**src/rtl/pulse_sequencer.sv**
```systemverilog
// Step-table scheduler for a bank of NCH one-shot pulse channels: for each step it
// loads the length, triggers the channel, waits for the pulse to finish, then idles for the gap.
module pulse_sequencer #(
  parameter  int NCH     = 4,
  parameter  int DEPTH   = 16,
  parameter  int TIMEOUT = 255,
  localparam int CHW     = (NCH > 1) ? $clog2(NCH) : 1,
  localparam int AW      = (DEPTH > 1) ? $clog2(DEPTH) : 1,
  localparam int EW      = 16 + CHW
) (
  input  logic           clk,
  input  logic           rst,
  input  logic           cfg_we_i,
  input  logic [AW-1:0]  cfg_addr_i,
  input  logic [EW-1:0]  cfg_wdata_i,
  input  logic [AW:0]    num_steps_i,
  input  logic           loop_en_i,
  input  logic           start_i,
  input  logic           abort_i,
  input  logic [NCH-1:0] ch_out_i,
  output logic [7:0]     ch_data_o,
  output logic [NCH-1:0] ch_load_o,
  output logic [NCH-1:0] ch_trigger_o,
  output logic           busy_o,
  output logic [AW-1:0]  cur_step_o,
  output logic           done_o,
  output logic           err_o
);

  typedef enum logic [2:0] {
    S_IDLE, S_LOAD, S_ARM, S_WAIT_HI, S_WAIT_LO, S_GAP, S_NEXT
  } state_e;

  localparam logic [CHW:0] NCH_L  = (CHW+1)'(NCH);
  localparam logic [15:0]  TMR_HI = 16'(TIMEOUT - 1);

  state_e         state_q, state_d;
  logic [AW:0]    step_q, step_d, num_q, num_d;
  logic [CHW-1:0] cur_ch_q, cur_ch_d;
  logic [7:0]     len_q, len_d, gap_q, gap_d, gcnt_q, gcnt_d;
  logic [15:0]    tmr_q, tmr_d;
  logic           err_q, err_d;

  logic [EW-1:0]  tbl_q [DEPTH];
  logic [EW-1:0]  ent;
  logic [CHW-1:0] ent_ch;
  logic [7:0]     ent_len, ent_gap;
  logic           ent_ok, pulse_hi, last_step;

  function automatic logic [NCH-1:0] onehot(input logic [CHW-1:0] c);
    onehot = NCH'(1) << c;
  endfunction

  // Table has no reset: contents are only meaningful once the host writes them.
  always_ff @(posedge clk)
    if (cfg_we_i) tbl_q[cfg_addr_i] <= cfg_wdata_i;

  assign ent       = tbl_q[step_q[AW-1:0]];
  assign ent_ch    = ent[CHW-1:0];
  assign ent_len   = ent[CHW+7:CHW];
  assign ent_gap   = ent[CHW+15:CHW+8];
  assign ent_ok    = {1'b0, ent_ch} < NCH_L;
  assign pulse_hi  = |(ch_out_i & onehot(cur_ch_q));
  assign last_step = (step_q == num_q - (AW+1)'(1));

  always_ff @(posedge clk or posedge rst) begin
    if (rst) begin
      state_q  <= S_IDLE;
      step_q   <= '0;
      num_q    <= '0;
      cur_ch_q <= '0;
      len_q    <= '0;
      gap_q    <= '0;
      gcnt_q   <= '0;
      tmr_q    <= '0;
      err_q    <= 1'b0;
    end else begin
      state_q  <= state_d;
      step_q   <= step_d;
      num_q    <= num_d;
      cur_ch_q <= cur_ch_d;
      len_q    <= len_d;
      gap_q    <= gap_d;
      gcnt_q   <= gcnt_d;
      tmr_q    <= tmr_d;
      err_q    <= err_d;
    end
  end

  always_comb begin
    state_d  = state_q;
    step_d   = step_q;
    num_d    = num_q;
    cur_ch_d = cur_ch_q;
    len_d    = len_q;
    gap_d    = gap_q;
    gcnt_d   = gcnt_q;
    tmr_d    = tmr_q;
    err_d    = err_q;
    // abort also covers IDLE, so a simultaneous start is dropped
    if (abort_i) begin
      state_d = S_IDLE;
    end else begin
      case (state_q)
        S_IDLE:
          if (start_i && num_steps_i != '0) begin
            num_d   = num_steps_i;
            step_d  = '0;
            err_d   = 1'b0;
            state_d = S_LOAD;
          end
        S_LOAD: begin
          cur_ch_d = ent_ch;
          gap_d    = ent_gap;
          if (ent_ok) begin
            len_d   = ent_len;
            state_d = S_ARM;
          end else begin
            err_d   = 1'b1;
            state_d = S_NEXT;
          end
        end
        S_ARM: begin
          tmr_d   = 16'd1;  // trigger cycle counts toward the timeout
          state_d = S_WAIT_HI;
        end
        S_WAIT_HI:
          if (pulse_hi) begin
            state_d = S_WAIT_LO;
          end else if (tmr_q >= TMR_HI) begin
            err_d   = 1'b1;
            state_d = S_NEXT;
          end else begin
            tmr_d = tmr_q + 16'd1;
          end
        S_WAIT_LO:
          if (!pulse_hi) begin
            if (gap_q == 8'd0) begin
              state_d = S_NEXT;
            end else begin
              gcnt_d  = 8'd1;
              state_d = S_GAP;
            end
          end
        S_GAP:
          if (gcnt_q >= gap_q) state_d = S_NEXT;
          else                 gcnt_d  = gcnt_q + 8'd1;
        S_NEXT:
          if (!last_step) begin
            step_d  = step_q + (AW+1)'(1);
            state_d = S_LOAD;
          end else if (loop_en_i) begin
            step_d  = '0;
            state_d = S_LOAD;
          end else begin
            state_d = S_IDLE;
          end
        default: state_d = S_IDLE;
      endcase
    end
  end

  always_comb begin
    busy_o       = (state_q != S_IDLE);
    cur_step_o   = step_q[AW-1:0];
    err_o        = err_q;
    ch_data_o    = len_q;
    ch_load_o    = '0;
    ch_trigger_o = '0;
    done_o       = 1'b0;
    if (!abort_i) begin
      case (state_q)
        S_LOAD:
          if (ent_ok) begin
            ch_data_o = ent_len;
            ch_load_o = onehot(ent_ch);
          end
        S_ARM:   ch_trigger_o = onehot(cur_ch_q);
        S_NEXT:  done_o       = last_step && !loop_en_i;
        default: ;
      endcase
    end
  end

endmodule

```
**config.mk**
```make
export PLATFORM = sky130hd
export DESIGN_NAME = pulse_sequencer
export DESIGN_NICKNAME = d
export VERILOG_FILES = /design/src/rtl/pulse_sequencer.sv
export SDC_FILE = /design/constraint.sdc
export NUM_CORES = 1
export LEC_CHECK = 0
export ABC_AREA = 1
export BUFFER_PORTS_ARGS = -buffer_cell sky130_fd_sc_hd__buf_2
export CAP_MARGIN = 20
export CORE_MARGIN = 1
export CORE_UTILIZATION = 55
export CTS_CLUSTER_DIAMETER = 100
export CTS_CLUSTER_SIZE = 40
export DETAILED_ROUTE_END_ITERATION = 10
export PLACE_DENSITY = 0.72
export REMOVE_ABC_BUFFERS = 1
export SYNTH_ARGS = -nofsm -noshare
export SYNTH_HDL_FRONTEND = slang
export SYNTH_SLANG_ARGS = --single-unit
export TNS_END_PERCENT = 50
```
**constraint.sdc**
```tcl
create_clock -name clk -period 1.9 [get_ports clk]
set_input_delay 0.095 -clock clk [delete_from_list [all_inputs] [get_ports clk]]
set_output_delay 0.095 -clock clk [all_outputs]
set_load 0.1 [all_outputs]
```
Word-level counts from Yosys, hierarchy flattened
Memory sizes are Yosys's and may differ from the RTL's. Index checks and enable logic that the tools add are counted. Widths: inputs -> output; s select.

Bits in writable memories: 288. Memories: 1. Output and inout port bits: 23. Word-level logic and storage cells: 93. Flip-flop bits (word level): 56. Input port bits: 37.

Memories: tbl_q (depth 16, width 18, rd ports 1, clocked after Yosys merged registers in 0, wr ports 1, RTL line 44) `logic [EW-1:0] tbl_q [DEPTH];`.

Shifts and indexed selects: 2. Multiplexer cells: 35. $add $sub $neg: 4. Equal/unequal tests: 19. Magnitude comparators: 2. Bitwise gates (word level): 2. Reduce and logical (&&, ||, !) cells: 19.

Operators with widths (count): $mux 8 (5); $mux 16 (2); $pmux 16 s2 (1); $pmux 3 s7 (1); $mux 3 (6); $add 16x1->16 const B (1); $ge 16x8->1 const B (1); $mux 4 (4); $pmux 8 s2 (1); $mux 5 (3); $ne 2x2->1 const B (7); $ne 3x3->1 const B (4); $reduce_and 4->1 (3); $pmux 5 s2 (1); $reduce_and 5->1 (2); $eq 3x3->1 const B (3); $mux 1 (9); $add 8x1->8 const B (1); $ge 8x8->1 (1); $logic_not 8->1 (1); $reduce_bool 2->1 (4); $shl 1x2->4 const A (2); $eq 3x2->1 const B (2); $add 5x1->5 const B (1); other kinds (16) (17).

Longest topological paths before layout
Gate-level depths: netlist of the first run.

Depth in word-level cells: 6. Gate-level depth with buffers: 14. Gate-level depth less buffers: 13.

Least setup slack after synthesis of the first run
Ideal clock, no wire load.

Path kind: register to register. Start: register step_q[0]. End: register len_q[3]. Library setup time: 287 ps. Setup slack: -1190 ps. Clock period less this slack: 3090 ps. Cell stages (with the launch flop): 10. Path buffers: 3. Data required time: 1613 ps. Data arrival time: 2803 ps. Cell sequence: dfrtp_1 buf_4 inv_2 buf_4 buf_2 nor2_1 o22ai_1 nand2_1 and3_1 a21oi_1.

Word-level cells in the longest chain between the ends: 3.

Ends and longest elaborated chain: start, declared (RTL line 38) `logic [AW:0] step_q, step_d, num_q, num_d;`; start signal, assigned (RTL line 79) `step_q <= step_d;`; $mem_v2 16x18; $mux 8 (2 in series); net ch_data_o[3] (RTL line 21) `output logic [7:0] ch_data_o,`; end signal, assigned (RTL line 82) `len_q <= len_d;`; end, declared (RTL line 40) `logic [7:0] len_q, len_d, gap_q, gap_d, gcnt_q, gcnt_d;`.

The timed path passes the listed nets, and every way through them passes these cells. A chain may end at the register's enable or synchronous reset.

Worst setup path after layout of the first run
Start: register step_q[0]. End: output ch_load_o[2].

Word-level cells in the longest chain between the ends: 4.

Ends and longest elaborated chain: $mem_v2 16x18; $shl 1x2->4 (RTL line 51) `onehot = NCH'(1) << c;`; $mux 4 (RTL line 172) `case (state_q)`; $mux 4 (RTL line 171) `if (!abort_i) begin`; end, declared (RTL line 22) `output logic [NCH-1:0] ch_load_o,`.

Every way passes these cells.

==> report_table.html, run 1 <==
<table>
<tr><th>Metric</th><th>Value</th></tr>
<tr><th colspan="2">Run status</th></tr>
<tr><td>Outcome</td><td>complete, but fails checks</td></tr>
<tr><td>Failing checks</td><td>negative setup slack</td></tr>
<tr><th colspan="2">Clocking</th></tr>
<tr><td>Clock transition time at the flip-flop clock pins of the worst setup and hold paths</td><td>0.14 ns</td></tr>
<tr><td>Total clock buffers created by CTS</td><td>14</td></tr>
<tr><td>Root cell of the clock tree</td><td>clkbuf_16</td></tr>
<tr><td>Number of levels the H-tree was split into</td><td>1</td></tr>
<tr><td>Clock latency on the worst-skew pair</td><td>0.52 ns</td></tr>
<tr><td>Number of buffers on the longest clock path</td><td>3</td></tr>
<tr><td>CTS tree</td><td>yes</td></tr>
<tr><td>Clk sinks</td><td>344</td></tr>
<tr><th colspan="2">Cells and area</th></tr>
<tr><td>Diodes inserted</td><td>0</td></tr>
<tr><td>Most frequent standard cell in the layout excluding fill and tap cells</td><td>edfxtp_1</td></tr>
<tr><td>Post-layout nets</td><td>1515</td></tr>
<tr><td>Area growth from synthesis to final layout</td><td>21.2%</td></tr>
<tr><td>Most frequent cells in the layout</td><td>edfxtp_1 (288), nor2_1 (215), nand2_1 (180), o21ai_0 (154), buf_4 (84)</td></tr>
<tr><td>Fillers</td><td>1840</td></tr>
<tr><td>Share of final-layout standard cells stronger than drive strength 1</td><td>20.9%</td></tr>
<tr><th colspan="2">Power and ir drop</th></tr>
<tr><td>Power density over cell area</td><td>1000 nW/um^2</td></tr>
<tr><td>Reported leakage power</td><td>0.00661 uW</td></tr>
<tr><td>Maximum vdd ir drop</td><td>1.17 mV</td></tr>
<tr><th colspan="2">Worst setup path</th></tr>
<tr><td>Critical-path top delay cell</td><td>dfrtp_4</td></tr>
<tr><td>Crit path capture type</td><td>output pin</td></tr>
<tr><td>Delay of the slowest cell on the worst path</td><td>0.53 ns</td></tr>
<tr><td>Data arrival time at the worst-slack endpoint</td><td>2.44 ns</td></tr>
<tr><td>Depth of the worst register-to-register path</td><td>15</td></tr>
<tr><td>Combined buffer and inverter count along the critical path</td><td>4</td></tr>
<tr><td>Number of cells on the critical path</td><td>10</td></tr>
<tr><td>Critical setup path kind</td><td>reg -&gt; out</td></tr>
<tr><td>CP cell instances</td><td>buf_12 -&gt; buf_12 -&gt; o21ai_0 -&gt; o211ai_1 -&gt; nand2_1 -&gt; nand2_2 -&gt; nand2_4 -&gt; inv_1 -&gt; nor2_2 -&gt; buf_12</td></tr>
<tr><td>Critical path fanouts, max</td><td>9</td></tr>
<tr><td>Worst Setup Start Kind</td><td>flop</td></tr>
<tr><td>Setup slack of the worst register-to-register path</td><td>-0.40 ns</td></tr>
<tr><td>Required time at the worst-slack endpoint</td><td>1.80 ns</td></tr>
<tr><td>Cell repeated most along the worst path</td><td>buf_12</td></tr>
<tr><td>Crit-path leading delay family</td><td>buffers and inverters</td></tr>
<tr><th colspan="2">Detailed routing</th></tr>
<tr><td>Number of iterations in the first detailed-routing pass</td><td>5</td></tr>
<tr><td>Final routed wire length divided by cell count</td><td>20.4 um</td></tr>
<tr><td>DRC</td><td>0</td></tr>
<tr><td>Vias per inst</td><td>5.88</td></tr>
<tr><td>Total via count after detailed routing</td><td>10628</td></tr>
<tr><td>DRT Wirelength</td><td>36900 um</td></tr>
<tr><td>Number of DRC violations after detailed-routing iteration 0</td><td>1129</td></tr>
<tr><td>DRT antenna net count</td><td>0</td></tr>
<tr><th colspan="2">STA</th></tr>
<tr><td>Final worst setup slack</td><td>-0.639 ns</td></tr>
<tr><td>FMAX</td><td>394 MHz</td></tr>
<tr><td>Max Transition Viols Final</td><td>0</td></tr>
<tr><td>Setup repair after global routing missed its margin</td><td>yes</td></tr>
<tr><td>Post-route clock skew</td><td>0.0259 ns</td></tr>
<tr><td>Worst hold slack</td><td>0.0269 ns</td></tr>
<tr><td>Max transition margin</td><td>60.4%</td></tr>
<tr><td>Post-route fraction of the period consumed by the critical path</td><td>134%</td></tr>
<tr><td>Final period demand of the worst path</td><td>2.54 ns</td></tr>
<tr><td>Worst-Margin Slew</td><td>0.594 ns</td></tr>
<tr><td>Total negative slack</td><td>-9.51 ns</td></tr>
<tr><td>Hold violation count in the final report</td><td>0</td></tr>
<tr><td>Final setup violation count</td><td>27</td></tr>
<tr><th colspan="2">Floorplanning</th></tr>
<tr><td>Die Area</td><td>27300 sq um</td></tr>
<tr><td># IOs</td><td>60</td></tr>
<tr><td>Starting density of the core</td><td>56.2%</td></tr>
<tr><td>Total number of placement rows</td><td>59</td></tr>
<tr><td>Floorplan die height</td><td>165 um</td></tr>
<tr><td>Placeable core area</td><td>26100 sq um</td></tr>
<tr><td>Die width</td><td>165 um</td></tr>
<tr><th colspan="2">GRT</th></tr>
<tr><td>Via count of the first global-routing pass</td><td>10039</td></tr>
<tr><td>Congestion Overflow GR</td><td>0</td></tr>
<tr><td>Initial antenna violation count</td><td>0</td></tr>
<tr><td>Largest net degree at the start of global routing</td><td>57</td></tr>
<tr><td>Tot GR Track Use</td><td>26.5%</td></tr>
<tr><td>First-pass GRT wire length</td><td>54300 um</td></tr>
<tr><th colspan="2">Min path</th></tr>
<tr><td>Path class of the lowest-slack min-delay path</td><td>in -&gt; reg</td></tr>
<tr><td>Number of stages on the worst hold path</td><td>5</td></tr>
<tr><th colspan="2">Synth</th></tr>
<tr><td>Synth top area share</td><td>59.0%</td></tr>
<tr><td>Yosys warns</td><td>0</td></tr>
<tr><td>Synth unique cells</td><td>39</td></tr>
<tr><td>Flops &amp; latches, synth</td><td>344</td></tr>
<tr><td>Average footprint of a synthesized cell</td><td>11.2 sq um</td></tr>
<tr><td>Syn Inst Count</td><td>1312</td></tr>
<tr><td>Mapped cell area</td><td>14600 sq um</td></tr>
<tr><td>Dominant cell type by area after synthesis</td><td>edfxtp_1</td></tr>
<tr><td>Most area-consuming cells after synthesis</td><td>edfxtp_1 (59%), dfrtp_1 (9.6%), nor2_1 (6.3%), o21ai_0 (6.2%), nand2_1 (5.0%)</td></tr>
<tr><td>Fraction of the yosys area taken by sequential cells</td><td>68.6%</td></tr>
<tr><th colspan="2">Placement</th></tr>
<tr><td>Total of buffers placed on input and output ports</td><td>59</td></tr>
<tr><td>Routability Congestion</td><td>0.813</td></tr>
<tr><td>Total half-perimeter wirelength after legalization and detailed placement</td><td>22000 um</td></tr>
<tr><td>Placement Setup Slack</td><td>-0.0923 ns</td></tr>
<tr><th colspan="2">Flow run</th></tr>
<tr><td>Max Cap Viol</td><td>0</td></tr>
</table>
[stage by stage]
| stage | cell area, sq um | cells | utilization [%] | power [uW] |
|---|---|---|---|---|
| finish | 17800 | 1806 | 68.1 | 17800 |
| global route | 17800 | 1806 | 68.1 | 18500 |
| CTS | 17200 | 1784 | 65.8 | 17500 |
| detailed placement | 16200 | 1729 | 62.1 | 13400 |
| global placement | 16200 | 1729 | 62.1 | 13300 |
| floorplan | 14300 | 1245 | - | 11800 |
[registers in the layout, indices dropped and copies added, names as in the netlist]
signal    flops
num_q         5
tmr_q        16
tbl_q       288
gcnt_q        8
len_q         8
state_q       3
step_q        5
cur_ch_q      2
gap_q         8
err_o         1
[power breakdown]
part           switching (uW)  internal (uW)
logic                    2940           1600
clock network            2430           1710
registers                 374           8730
[worst paths after layout]
check,end,from
setup / recovery,ch_load_o[2],step_q[0]$_DFFE_PP0P_
hold / removal,step_q[4]$_DFFE_PP0P_,loop_en_i
setup reg to reg,step_q[0]$_DFFE_PP0P_,step_q[0]$_DFFE_PP0P_
hold reg to reg,tmr_q[9]$_DFFE_PP0P_,tmr_q[9]$_DFFE_PP0P_
max in group asynchronous,cur_ch_q[0]$_DFFE_PP0P_,rst
min in group asynchronous,len_q[5]$_DFF_PP0_,rst
[metal layers]
layer | vias up | share of wire, % | global-route usage, %
li1 | 4869 | - | -
met1 | 5200 | 39 | 35.8
met2 | 491 | 51 | 45.8
met3 | 68 | 7.3 | 2.65
met4 | 0 | 2.6 | 7.46
met5 | - | 0 | 0
[Yosys cell counts (all sizes together)]
cell type,n
a21boi,1
a21o,1
a21oi,27
and3,12
buf,38
clkbuf,29
clkinv,1
dfrtp,56
edfxtp,288
ha,13
inv,73
mux2,1
nand2,196
nand3,32
nand3b,4
nand4,20
nor2,251
nor3,7
o211ai,33
o21a,1
o21ai,193
o221ai,4
o22ai,20
o31ai,1
or2,3
xnor2,1
xor2,6
[repair_timing]
| action | CTS | global route |
|---|---|---|
| pin swaps | 3 | 32 |
| cloned | 1 | 10 |
| endpoints found under the hold margin | 353 | 0 |
| buffers inserted | 7 | 14 |
| endpoints found under the setup margin | 24 | 46 |
| hold buffers | 25 | 0 |
| gates resized for setup | 42 | 94 |
[cell families after synthesis]
group	Yosys count	synth area share, %
buf+inv	141	4.20
compound gates	281	10.7
fa+ha+maj	13	1.11
xor+xnor	7	0.419
simple gates	525	14.9
flops	344	68.6
mux	1	0.0769
[final cells by class]
| type | instances | area (sq um) | share of cell area, % |
|---|---|---|---|
| Tap cell | 335 | 419 | 2.36 |
| Clock buffer | 17 | 383 | 2.16 |
| Timing Repair inverter | 2 | 17.5 | 0.0986 |
| Multi-Input combinational cell | 827 | 4300 | 24.2 |
| Timing Repair Buffer | 202 | 2130 | 12.0 |
| Inverter | 74 | 312 | 1.75 |
| Sequential cell | 344 | 10100 | 56.6 |
| Clock inverter | 5 | 136 | 0.768 |
[worst register-to-register path, stage by stage (launching register included)]
cell and delay [ns]:
dfrtp_4 0.53, buf_12 0.17, buf_12 0.15, nand2_1 0.05, nand2_1 0.06, nor2_2 0.10
nand2_1 0.07, nor2_2 0.14, nand4_1 0.18, buf_4 0.19, buf_4 0.12, buf_4 0.12
buf_4 0.14, nand2_4 0.08, nand2_1 0.07, nand2_2 0.10
(Power assumes the default switching activity.)
==> run 2, diff against run 1 <==
- ABC_AREA: 1 -> not set
- GPL_TIMING_DRIVEN: not set -> 0
- SKIP_CTS_REPAIR_TIMING: not set -> 1
==> run 2 against run 1 <==
  * The run still ends with negative setup slack left
  * Count of clock-buffer cells in the layout is 1 higher
  * Clock skew is 0.038 ns higher
  * Clock power is 14% lower
  * Worst setup slack worse by 0.33 ns
  * Wire length is 16% lower
  * Register-to-register slack hardly changed
  * Utilization is 2.0 points lower
  * Design area is 6.5% lower
  * Non-clock buffer count is 50 lower
  * Power is 3.4% lower
  * Synthesized cell count is 39% lower
  * Global-route usage is 4.0 points lower
==> report_table.html, run 2 <==
<table>
<tr><th>Metric</th><th>Value</th></tr>
<tr><th colspan="2">STA</th></tr>
<tr><td>FMAX</td><td>349 MHz (-11%)</td></tr>
<tr><td>Max Transition Viols Final</td><td>0 (unchanged)</td></tr>
<tr><td>Worst-Margin Slew</td><td>0.925 ns (+0.331 ns)</td></tr>
<tr><td>Max transition margin</td><td>38.0% (-22 points)</td></tr>
<tr><td>Post-route clock skew</td><td>0.0637 ns (+0.0378 ns)</td></tr>
<tr><td>Post-route fraction of the period consumed by the critical path</td><td>151% (+17 points)</td></tr>
<tr><td>Final worst setup slack</td><td>-0.967 ns (-0.328 ns)</td></tr>
<tr><td>Setup repair after global routing missed its margin</td><td>yes</td></tr>
<tr><td>Final setup violation count</td><td>56 (+110%)</td></tr>
<tr><td>Hold violation count in the final report</td><td>0 (unchanged)</td></tr>
<tr><td>Worst hold slack</td><td>0.0314 ns (+0.00456 ns)</td></tr>
<tr><td>Final period demand of the worst path</td><td>2.87 ns (+0.328 ns)</td></tr>
<tr><th colspan="2">Power and ir drop</th></tr>
<tr><td>Reported leakage power</td><td>0.00577 uW (-13%)</td></tr>
<tr><td>Overall power</td><td>17200 uW (-3.4%)</td></tr>
<tr><td>Power density over cell area</td><td>1030 nW/um^2 (+3.3%)</td></tr>
<tr><td>Maximum vdd ir drop</td><td>1.59 mV (+36%)</td></tr>
<tr><th colspan="2">Detailed routing</th></tr>
<tr><td>Number of iterations in the first detailed-routing pass</td><td>5 (unchanged)</td></tr>
<tr><td>Highest metal used</td><td>met4</td></tr>
<tr><td>Routed met2 length</td><td>15600 um (-16%)</td></tr>
<tr><td>DRT Wirelength</td><td>31100 um (-16%)</td></tr>
<tr><td>Total via count after detailed routing</td><td>7954 (-25%)</td></tr>
<tr><td>DRC</td><td>0 (unchanged)</td></tr>
<tr><td>Number of DRC violations after detailed-routing iteration 0</td><td>1077 (-4.6%)</td></tr>
<tr><td>DRT antenna net count</td><td>0 (unchanged)</td></tr>
<tr><td>Final routed wire length divided by cell count</td><td>24.5 um (+20%)</td></tr>
<tr><td>Vias per inst</td><td>6.27 (+6.6%)</td></tr>
<tr><td>Detailed-routed wire length on met3</td><td>1870 um (-31%)</td></tr>
<tr><td>Length of routed wiring on met1</td><td>13100 um (-9.6%)</td></tr>
<tr><th colspan="2">Floorplanning</th></tr>
<tr><td>Starting density of the core</td><td>56.0% (-0.23 points)</td></tr>
<tr><td>Total number of placement rows</td><td>58 (-1.7%)</td></tr>
<tr><td>Floorplan die height</td><td>162 um (-2.0%)</td></tr>
<tr><td># IOs</td><td>60 (unchanged)</td></tr>
<tr><td>Placeable core area</td><td>25100 sq um (-3.6%)</td></tr>
<tr><td>Die width</td><td>162 um (-2.0%)</td></tr>
<tr><td>Die Area</td><td>26200 sq um (-4.0%)</td></tr>
<tr><th colspan="2">Placement</th></tr>
<tr><td>Routability Congestion</td><td>0.806 (-0.96%)</td></tr>
<tr><td>Total of buffers placed on input and output ports</td><td>59 (unchanged)</td></tr>
<tr><td>Placed cell count</td><td>1179 (-32%)</td></tr>
<tr><td>Placed cell area</td><td>15100 sq um (-6.8%)</td></tr>
<tr><td>Total half-perimeter wirelength after legalization and detailed placement</td><td>18300 um (-17%)</td></tr>
<tr><th colspan="2">GRT</th></tr>
<tr><td>Largest net degree at the start of global routing</td><td>62 (+8.8%)</td></tr>
<tr><td>First-pass GRT wire length</td><td>43900 um (-19%)</td></tr>
<tr><td>Via count of the first global-routing pass</td><td>7585 (-24%)</td></tr>
<tr><td>Initial antenna violation count</td><td>0 (unchanged)</td></tr>
<tr><td>Congestion Overflow GR</td><td>0 (unchanged)</td></tr>
<tr><td>Tot GR Track Use</td><td>22.6% (-4.0 points)</td></tr>
<tr><th colspan="2">Synth</th></tr>
<tr><td>Post-synthesis async set-or-reset flop share</td><td>16.3% (unchanged)</td></tr>
<tr><td>Number of enable flip-flop cells after synthesis</td><td>288 (unchanged)</td></tr>
<tr><td>Most area-consuming cells after synthesis</td><td>edfxtp_1 (62%), mux4_2 (12%), dfrtp_1 (10%), nand2_1 (1.9%), ha_1 (1.2%)</td></tr>
<tr><td>Fraction of the yosys area taken by sequential cells</td><td>71.5% (+2.9 points)</td></tr>
<tr><td>Synth top area share</td><td>61.5% (+2.5 points)</td></tr>
<tr><td>Dominant cell type by area after synthesis</td><td>edfxtp_1</td></tr>
<tr><td>Leading post-synthesis cells by instance count</td><td>edfxtp_1 (288), mux4_2 (74), nand2_1 (70)</td></tr>
<tr><td>Yosys warns</td><td>0 (unchanged)</td></tr>
<tr><td>Syn Inst Count</td><td>806 (-39%)</td></tr>
<tr><td>Synth unique cells</td><td>64 (+64%)</td></tr>
<tr><td>Mapped cell area</td><td>14100 sq um (-4.0%)</td></tr>
<tr><td>Primary flip-flop cell chosen by synthesis mapping</td><td>edfxtp_1</td></tr>
<tr><td>Most frequently used cell type in the post-synthesis netlist</td><td>edfxtp_1</td></tr>
<tr><td>Flops &amp; latches, synth</td><td>344 (unchanged)</td></tr>
<tr><td>Average footprint of a synthesized cell</td><td>17.4 sq um (+56%)</td></tr>
<tr><th colspan="2">Worst setup path</th></tr>
<tr><td>Critical-path top delay cell</td><td>mux4_2</td></tr>
<tr><td>Delay of the slowest cell on the worst path</td><td>0.51 ns (-0.02 ns)</td></tr>
<tr><td>Required time at the worst-slack endpoint</td><td>1.80 ns (about the same)</td></tr>
<tr><td>Crit-path leading delay family</td><td>multiplexers</td></tr>
<tr><td>Worst Setup Start Kind</td><td>flop</td></tr>
<tr><td>Cell repeated most along the worst path</td><td>mux4_2</td></tr>
<tr><td>Critical path fanouts, max</td><td>8 (-1)</td></tr>
<tr><td>Data arrival time at the worst-slack endpoint</td><td>2.77 ns (+0.33 ns)</td></tr>
<tr><td>CP cell instances</td><td>buf_16 -&gt; mux4_2 -&gt; mux4_2 -&gt; or2_4 -&gt; nor2b_4 -&gt; buf_12</td></tr>
<tr><td>Crit path capture type</td><td>output pin</td></tr>
<tr><td>Critical setup path kind</td><td>reg -&gt; out</td></tr>
<tr><td>Combined buffer and inverter count along the critical path</td><td>2 (-2)</td></tr>
<tr><th colspan="2">Clocking</th></tr>
<tr><td>Number of buffers on the longest clock path</td><td>3 (unchanged)</td></tr>
<tr><td>Clk sinks</td><td>344 (unchanged)</td></tr>
<tr><td>Total clock buffers created by CTS</td><td>13 (-1)</td></tr>
<tr><td>CTS tree</td><td>yes</td></tr>
<tr><td>Root cell of the clock tree</td><td>clkbuf_16</td></tr>
<tr><td>Clock latency on the worst-skew pair</td><td>0.53 ns (about the same)</td></tr>
<tr><td>Number of levels the H-tree was split into</td><td>1 (unchanged)</td></tr>
<tr><td>Clock transition time at the flip-flop clock pins of the worst setup and hold paths</td><td>0.14 ns (about the same)</td></tr>
<tr><th colspan="2">Cells and area</th></tr>
<tr><td>Number of standard cells in the final layout excluding fillers</td><td>1268 (-30%)</td></tr>
<tr><td>Most frequent cells in the layout</td><td>edfxtp_1 (288), mux4_2 (74), nand2_1 (69), dfrtp_1 (46), buf_2 (41)</td></tr>
<tr><td>Max reg flops</td><td>288 (unchanged)</td></tr>
<tr><td>Registers with the most flip-flops</td><td>tbl_q: 288 flops, tmr_q: 16 flops</td></tr>
<tr><td>Most frequent standard cell in the layout excluding fill and tap cells</td><td>edfxtp_1</td></tr>
<tr><td>Post-layout nets</td><td>982 (-35%)</td></tr>
<tr><td>Share of final-layout standard cells stronger than drive strength 1</td><td>32.8% (+12 points)</td></tr>
<tr><td>Register with the most flip-flops</td><td>tbl_q</td></tr>
<tr><td>Area growth from synthesis to final layout</td><td>18.2%</td></tr>
<tr><td>Diodes inserted</td><td>0 (unchanged)</td></tr>
<tr><td>Layout Cell Area excl Fill</td><td>16600 sq um (-6.5%)</td></tr>
<tr><th colspan="2">Run status</th></tr>
<tr><td>Failing checks</td><td>negative setup slack</td></tr>
<tr><td>Outcome</td><td>complete, but fails checks</td></tr>
<tr><th colspan="2">Min path</th></tr>
<tr><td>Path class of the lowest-slack min-delay path</td><td>in -&gt; reg</td></tr>
<tr><th colspan="2">Flow run</th></tr>
<tr><td>Max Cap Viol</td><td>0 (unchanged)</td></tr>
</table>
run 2: cell count changes in the layout (fill, tap and decap cells not counted), moves of 32 or more:
| cell | previous run | this run |
|---|---|---|
| mux4_2 | 0 | 74 |
| inv_1 | 65 | 17 |
| buf_4 | 84 | 33 |
| o21ai_0 | 154 | 6 |
| nor2_1 | 215 | 11 |
| o211ai_1 | 33 | 1 |
| nand2_1 | 180 | 69 |
run 2: power by group:
| part | internal [uW] | leakage [uW] | switching [uW] |
|---|---|---|---|
| Clock | 1360 | 0.000187 | 2220 |
| Sequential | 8640 | 0.00332 | 454 |
| Combinational | 1830 | 0.00226 | 2680 |
run 2: final cells by class:
type | count | area, sq um
Sequential cell | 344 | 10100
Fill cell | 1682 | 8500
Multi-Input combinational cell | 401 | 4100
Timing Repair Buffer | 152 | 1540
Tap cell | 330 | 413
Clock buffer | 18 | 344
Inverter | 20 | 87.6
Clock inverter | 3 | 55.1
run 2: logic make-up (layout without fill, tap and decap cells):
group                    after synthesis  after routing  share of synthesized area [%]
adder cells (fa/ha/maj)               13             13                           1.16
multiplexers                          95             95                           13.4
AO/OA/AOI/OAI                         81             82                           4.44
flip-flops                           344            344                           71.5
AND/OR/NAND/NOR                      205            205                           7.24
XOR/XNOR                               6              6                          0.374
buffers and inverters                 62            193                           1.89
run 2: per-stage QoR:
step	utilization [%]	TNS (ns)	setup WS, ns
2_1_floorplan	-	-142.04	-4.56
3_3_place_gp	58.0	-458.72	-4.23
6_report	66.1	-19.52	-0.967
5_1_grt	66.1	-23.63	-1.04
4_1_cts	61.7	-51.99	-2.12
3_5_place_dp	60.1	-43.95	-1.54
run 2: final timing paths:
path / from / to / slack, ns / depth (start not counted)
max reg2reg: cur_ch_q[0]$_DFFE_PP0P_ / tmr_q[3]$_DFFE_PP0P_ / -0.39 / 5
min in group asynchronous: rst / gap_q[5]$_DFFE_PP0P_ / 0.19 / 3
min: cfg_addr_i[0] / tbl_q[12][9]$_DFFE_PP_ / 0.03 / 2
max: step_q[0]$_DFFE_PP0P_ / ch_load_o[0] / -0.97 / 6
min reg2reg: tmr_q[11]$_DFFE_PP0P_ / tmr_q[11]$_DFFE_PP0P_ / 0.49 / 1
max in group asynchronous: rst / gcnt_q[6]$_DFFE_PP0P_ / 1.03 / 4
run 2: routing by layer:
metal	up-vias	track usage (%)
met5	-	0
met1	4176	32.9
li1	3445	-
met3	40	2.81
met4	0	4.42
met2	293	37.3
==> run 3, diff against run 2 <==
- clock period: 1.9 -> 3.15 ns (I/O delays scaled with it)
==> run 3 against run 2 <==
  * Clock power down 40%
  * Non-clock buffer count shrank 46
  * Critical path depth down 1
  * Sequential share of layout area is 3.2 points higher
  * The flow finishes with violations (negative hold slack)
  * Die area is the same
==> report_table.html, run 3 (synthesis gave the netlist of run 2 again) <==
<table>
<tr><th>Metric</th><th>Value</th></tr>
<tr><th colspan="2">Cells and area</th></tr>
<tr><td>Reg area</td><td>10100 sq um (-0.10%)</td></tr>
<tr><td>Number of standard cells in the final layout excluding fillers</td><td>1222 (-3.6%)</td></tr>
<tr><td>Final Core Density</td><td>62.8% (-3.4 points)</td></tr>
<tr><td>Registers with the most flip-flops</td><td>tbl_q: 288 flops, tmr_q: 16 flops</td></tr>
<tr><td>Area taken by multi-input logic gates</td><td>3800 sq um (-7.2%)</td></tr>
<tr><td>Register with the most flip-flops</td><td>tbl_q</td></tr>
<tr><td>Share of final-layout standard cells stronger than drive strength 1</td><td>24.9% (-7.9 points)</td></tr>
<tr><td>Fillers</td><td>1788 (+6.3%)</td></tr>
<tr><td>Layout Cell Area excl Fill</td><td>15800 sq um (-5.1%)</td></tr>
<tr><td>Post-layout nets</td><td>935 (-4.8%)</td></tr>
<tr><td>Most frequent standard cell in the layout excluding fill and tap cells</td><td>edfxtp_1</td></tr>
<tr><td>Max reg flops</td><td>288 (unchanged)</td></tr>
<tr><td>Most frequent cells in the layout</td><td>edfxtp_1 (288), mux4_2 (74), nand2_1 (70), buf_2 (56), dfrtp_1 (52)</td></tr>
<tr><td>Area growth from synthesis to final layout</td><td>12.1%</td></tr>
<tr><th colspan="2">STA</th></tr>
<tr><td>Worst hold slack</td><td>-0.00319 ns (-0.0346 ns)</td></tr>
<tr><td>Hold violation count in the final report</td><td>1 (+1)</td></tr>
<tr><td>Post-route clock skew</td><td>0.0568 ns (-0.00686 ns)</td></tr>
<tr><td>Final period demand of the worst path</td><td>3.06 ns</td></tr>
<tr><td>Max transition margin</td><td>32.0% (-6.0 points)</td></tr>
<tr><td>Max Transition Viols Final</td><td>0 (unchanged)</td></tr>
<tr><td>Worst-Margin Slew</td><td>1.01 ns (+0.0890 ns)</td></tr>
<tr><td>Final setup violation count</td><td>0 (-100%)</td></tr>
<tr><td>Setup repair after global routing missed its margin</td><td>no</td></tr>
<tr><td>FMAX</td><td>327 MHz</td></tr>
<tr><td>Post-route fraction of the period consumed by the critical path</td><td>97.2%</td></tr>
<tr><th colspan="2">GRT</th></tr>
<tr><td>Via count of the first global-routing pass</td><td>7585 (unchanged)</td></tr>
<tr><td>First-pass GRT wire length</td><td>43900 um (unchanged)</td></tr>
<tr><td>Congestion Overflow GR</td><td>0 (unchanged)</td></tr>
<tr><td>Initial antenna violation count</td><td>1 (+1)</td></tr>
<tr><td>Largest net degree at the start of global routing</td><td>62 (unchanged)</td></tr>
<tr><td>Tot GR Track Use</td><td>22.6% (unchanged)</td></tr>
<tr><th colspan="2">Power and ir drop</th></tr>
<tr><td>Power density over cell area</td><td>618 nW/um^2 (-40%)</td></tr>
<tr><td>Internal</td><td>6760 uW (-43%)</td></tr>
<tr><td>Net Switching</td><td>2970 uW (-45%)</td></tr>
<tr><td>Switching portion of total power</td><td>30.5% (-0.65 points)</td></tr>
<tr><td>Combinational Power Share</td><td>21.7% (-4.5 points)</td></tr>
<tr><td>Reported leakage power</td><td>0.00545 uW (-5.5%)</td></tr>
<tr><td>Sequential Power Share</td><td>56.2% (+3.3 points)</td></tr>
<tr><td>Clock network power share</td><td>22.1% (+1.3 points)</td></tr>
<tr><td>Maximum vdd ir drop</td><td>0.958 mV (-40%)</td></tr>
<tr><th colspan="2">Worst setup path</th></tr>
<tr><td>Critical path fanouts, max</td><td>36 (+28)</td></tr>
<tr><td>Worst r2r src</td><td>gcnt_q[0]$_DFFE_PP0P_</td></tr>
<tr><td>Critical-path top delay cell</td><td>dfrtp_2</td></tr>
<tr><td>Worst Setup Start Kind</td><td>flop</td></tr>
<tr><td>Crit path capture type</td><td>output pin</td></tr>
<tr><td>Data arrival time at the worst-slack endpoint</td><td>2.90 ns (+0.13 ns)</td></tr>
<tr><td>Crit path launch</td><td>step_q[3]$_DFFE_PP0P_</td></tr>
<tr><td>Crit-path leading delay family</td><td>flip-flops</td></tr>
<tr><td>CP cell instances</td><td>inv_8 -&gt; mux4_2 -&gt; or2_2 -&gt; nor2b_1 -&gt; buf_6</td></tr>
<tr><td>Combined buffer and inverter count along the critical path</td><td>2 (unchanged)</td></tr>
<tr><td>Required time at the worst-slack endpoint</td><td>2.99 ns (+1.19 ns)</td></tr>
<tr><td>Delay of the slowest cell on the worst path</td><td>0.67 ns (+0.16 ns)</td></tr>
<tr><td>Critical setup path kind</td><td>reg -&gt; out</td></tr>
<tr><th colspan="2">Floorplanning</th></tr>
<tr><td>Die Area</td><td>26200 sq um (unchanged)</td></tr>
<tr><td>Starting density of the core</td><td>56.0% (unchanged)</td></tr>
<tr><td>Total number of placement rows</td><td>58 (unchanged)</td></tr>
<tr><td># IOs</td><td>60 (unchanged)</td></tr>
<tr><td>Placeable core area</td><td>25100 sq um (unchanged)</td></tr>
<tr><td>Floorplan die height</td><td>162 um (unchanged)</td></tr>
<tr><td>Die width</td><td>162 um (unchanged)</td></tr>
<tr><th colspan="2">Placement</th></tr>
<tr><td>Total of buffers placed on input and output ports</td><td>59 (unchanged)</td></tr>
<tr><td>Placed cell area</td><td>15100 sq um (unchanged)</td></tr>
<tr><td>Placed cell count</td><td>1179 (unchanged)</td></tr>
<tr><td>Routability Congestion</td><td>0.806 (unchanged)</td></tr>
<tr><td>Total half-perimeter wirelength after legalization and detailed placement</td><td>18300 um (unchanged)</td></tr>
<tr><th colspan="2">Clocking</th></tr>
<tr><td>Number of levels the H-tree was split into</td><td>1 (unchanged)</td></tr>
<tr><td>Clk sinks</td><td>344 (unchanged)</td></tr>
<tr><td>Clock transition time at the flip-flop clock pins of the worst setup and hold paths</td><td>0.14 ns (about the same)</td></tr>
<tr><td>Total clock buffers created by CTS</td><td>13 (unchanged)</td></tr>
<tr><td>Number of buffers on the longest clock path</td><td>3 (unchanged)</td></tr>
<tr><td>CTS tree</td><td>yes</td></tr>
<tr><td>Clock latency on the worst-skew pair</td><td>0.52 ns (about the same)</td></tr>
<tr><td>Root cell of the clock tree</td><td>clkbuf_16</td></tr>
<tr><th colspan="2">Detailed routing</th></tr>
<tr><td>DRT antenna net count</td><td>0 (unchanged)</td></tr>
<tr><td>Total via count after detailed routing</td><td>7539 (-5.2%)</td></tr>
<tr><td>Number of DRC violations after detailed-routing iteration 0</td><td>961 (-11%)</td></tr>
<tr><td>Vias per inst</td><td>6.17 (-1.6%)</td></tr>
<tr><td>DRT Wirelength</td><td>29200 um (-5.9%)</td></tr>
<tr><td>DRC</td><td>0 (unchanged)</td></tr>
<tr><td>Final routed wire length divided by cell count</td><td>23.9 um (-2.4%)</td></tr>
<tr><td>Number of iterations in the first detailed-routing pass</td><td>5 (unchanged)</td></tr>
<tr><th colspan="2">Run status</th></tr>
<tr><td>Outcome</td><td>complete, but fails checks</td></tr>
<tr><td>Failing checks</td><td>negative hold slack</td></tr>
<tr><th colspan="2">Min path</th></tr>
<tr><td>Startpoint of the most critical hold path</td><td>cfg_wdata_i[13]</td></tr>
<tr><td>Path class of the lowest-slack min-delay path</td><td>in -&gt; reg</td></tr>
<tr><th colspan="2">Flow run</th></tr>
<tr><td>Max Cap Viol</td><td>0 (unchanged)</td></tr>
</table>
-- run 3: power by group through the flow --
stage	clock (uW)	combinational, uW	sequential (uW)
3_5_place_dp	0	2000	5610
4_1_cts	2180	2010	5510
3_3_place_gp	0	1880	5640
6_report	2150	2110	5470
2_1_floorplan	0	1540	5560
5_1_grt	2300	2270	5510
-- run 3: cell type report --
type,count,share of cell area [%]
tap,330,2.62
clock buffer,18,2.18
multi-input combinational,400,24.1
inverter,20,0.524
clock inverter,3,0.349
timing repair buffer,106,6.32
sequential,344,63.8
antenna,1,0.0159
-- run 3: path summary, 6_finish.rpt --
kind / cells past startpoint / slack (ns) / endpoint
worst max register to register: 7 / 0.48 / gcnt_q[7]$_DFFE_PP0P_
worst min-delay path: 1 / -0.003 / tbl_q[0][13]$_DFFE_PP_
worst max-delay path: 5 / 0.09 / ch_load_o[0]
max in group asynchronous: 4 / 2.22 / gcnt_q[6]$_DFFE_PP0P_
worst min register to register: 1 / 0.49 / tmr_q[12]$_DFFE_PP0P_
min in group asynchronous: 3 / 0.26 / gap_q[5]$_DFFE_PP0P_
-- run 3: per-layer routing --
metal / GRT usage [%] / share of wire (%) / vias to the layer above
li1: - / - / 3347
met1: 32.9 / 43 / 3897
met2: 37.3 / 50 / 263
met3: 2.81 / 6.4 / 32
met4: 4.42 / 1.4 / 0
met5: 0 / 0 / -
-- run 3: metrics by stage --
stage               power, uW  hold slack (ns)  TNS, ns  worst slack, ns
global route            10100         0.000518        0           0.0178
finish                   9740         -0.00319        0           0.0891
global placement         7520            0.424  -130.02            -3.04
CTS                      9700           -0.275    -6.53           -0.936
floorplan                7100            0.224   -76.28            -3.37
detailed placement       7610            0.280   -0.777           -0.354
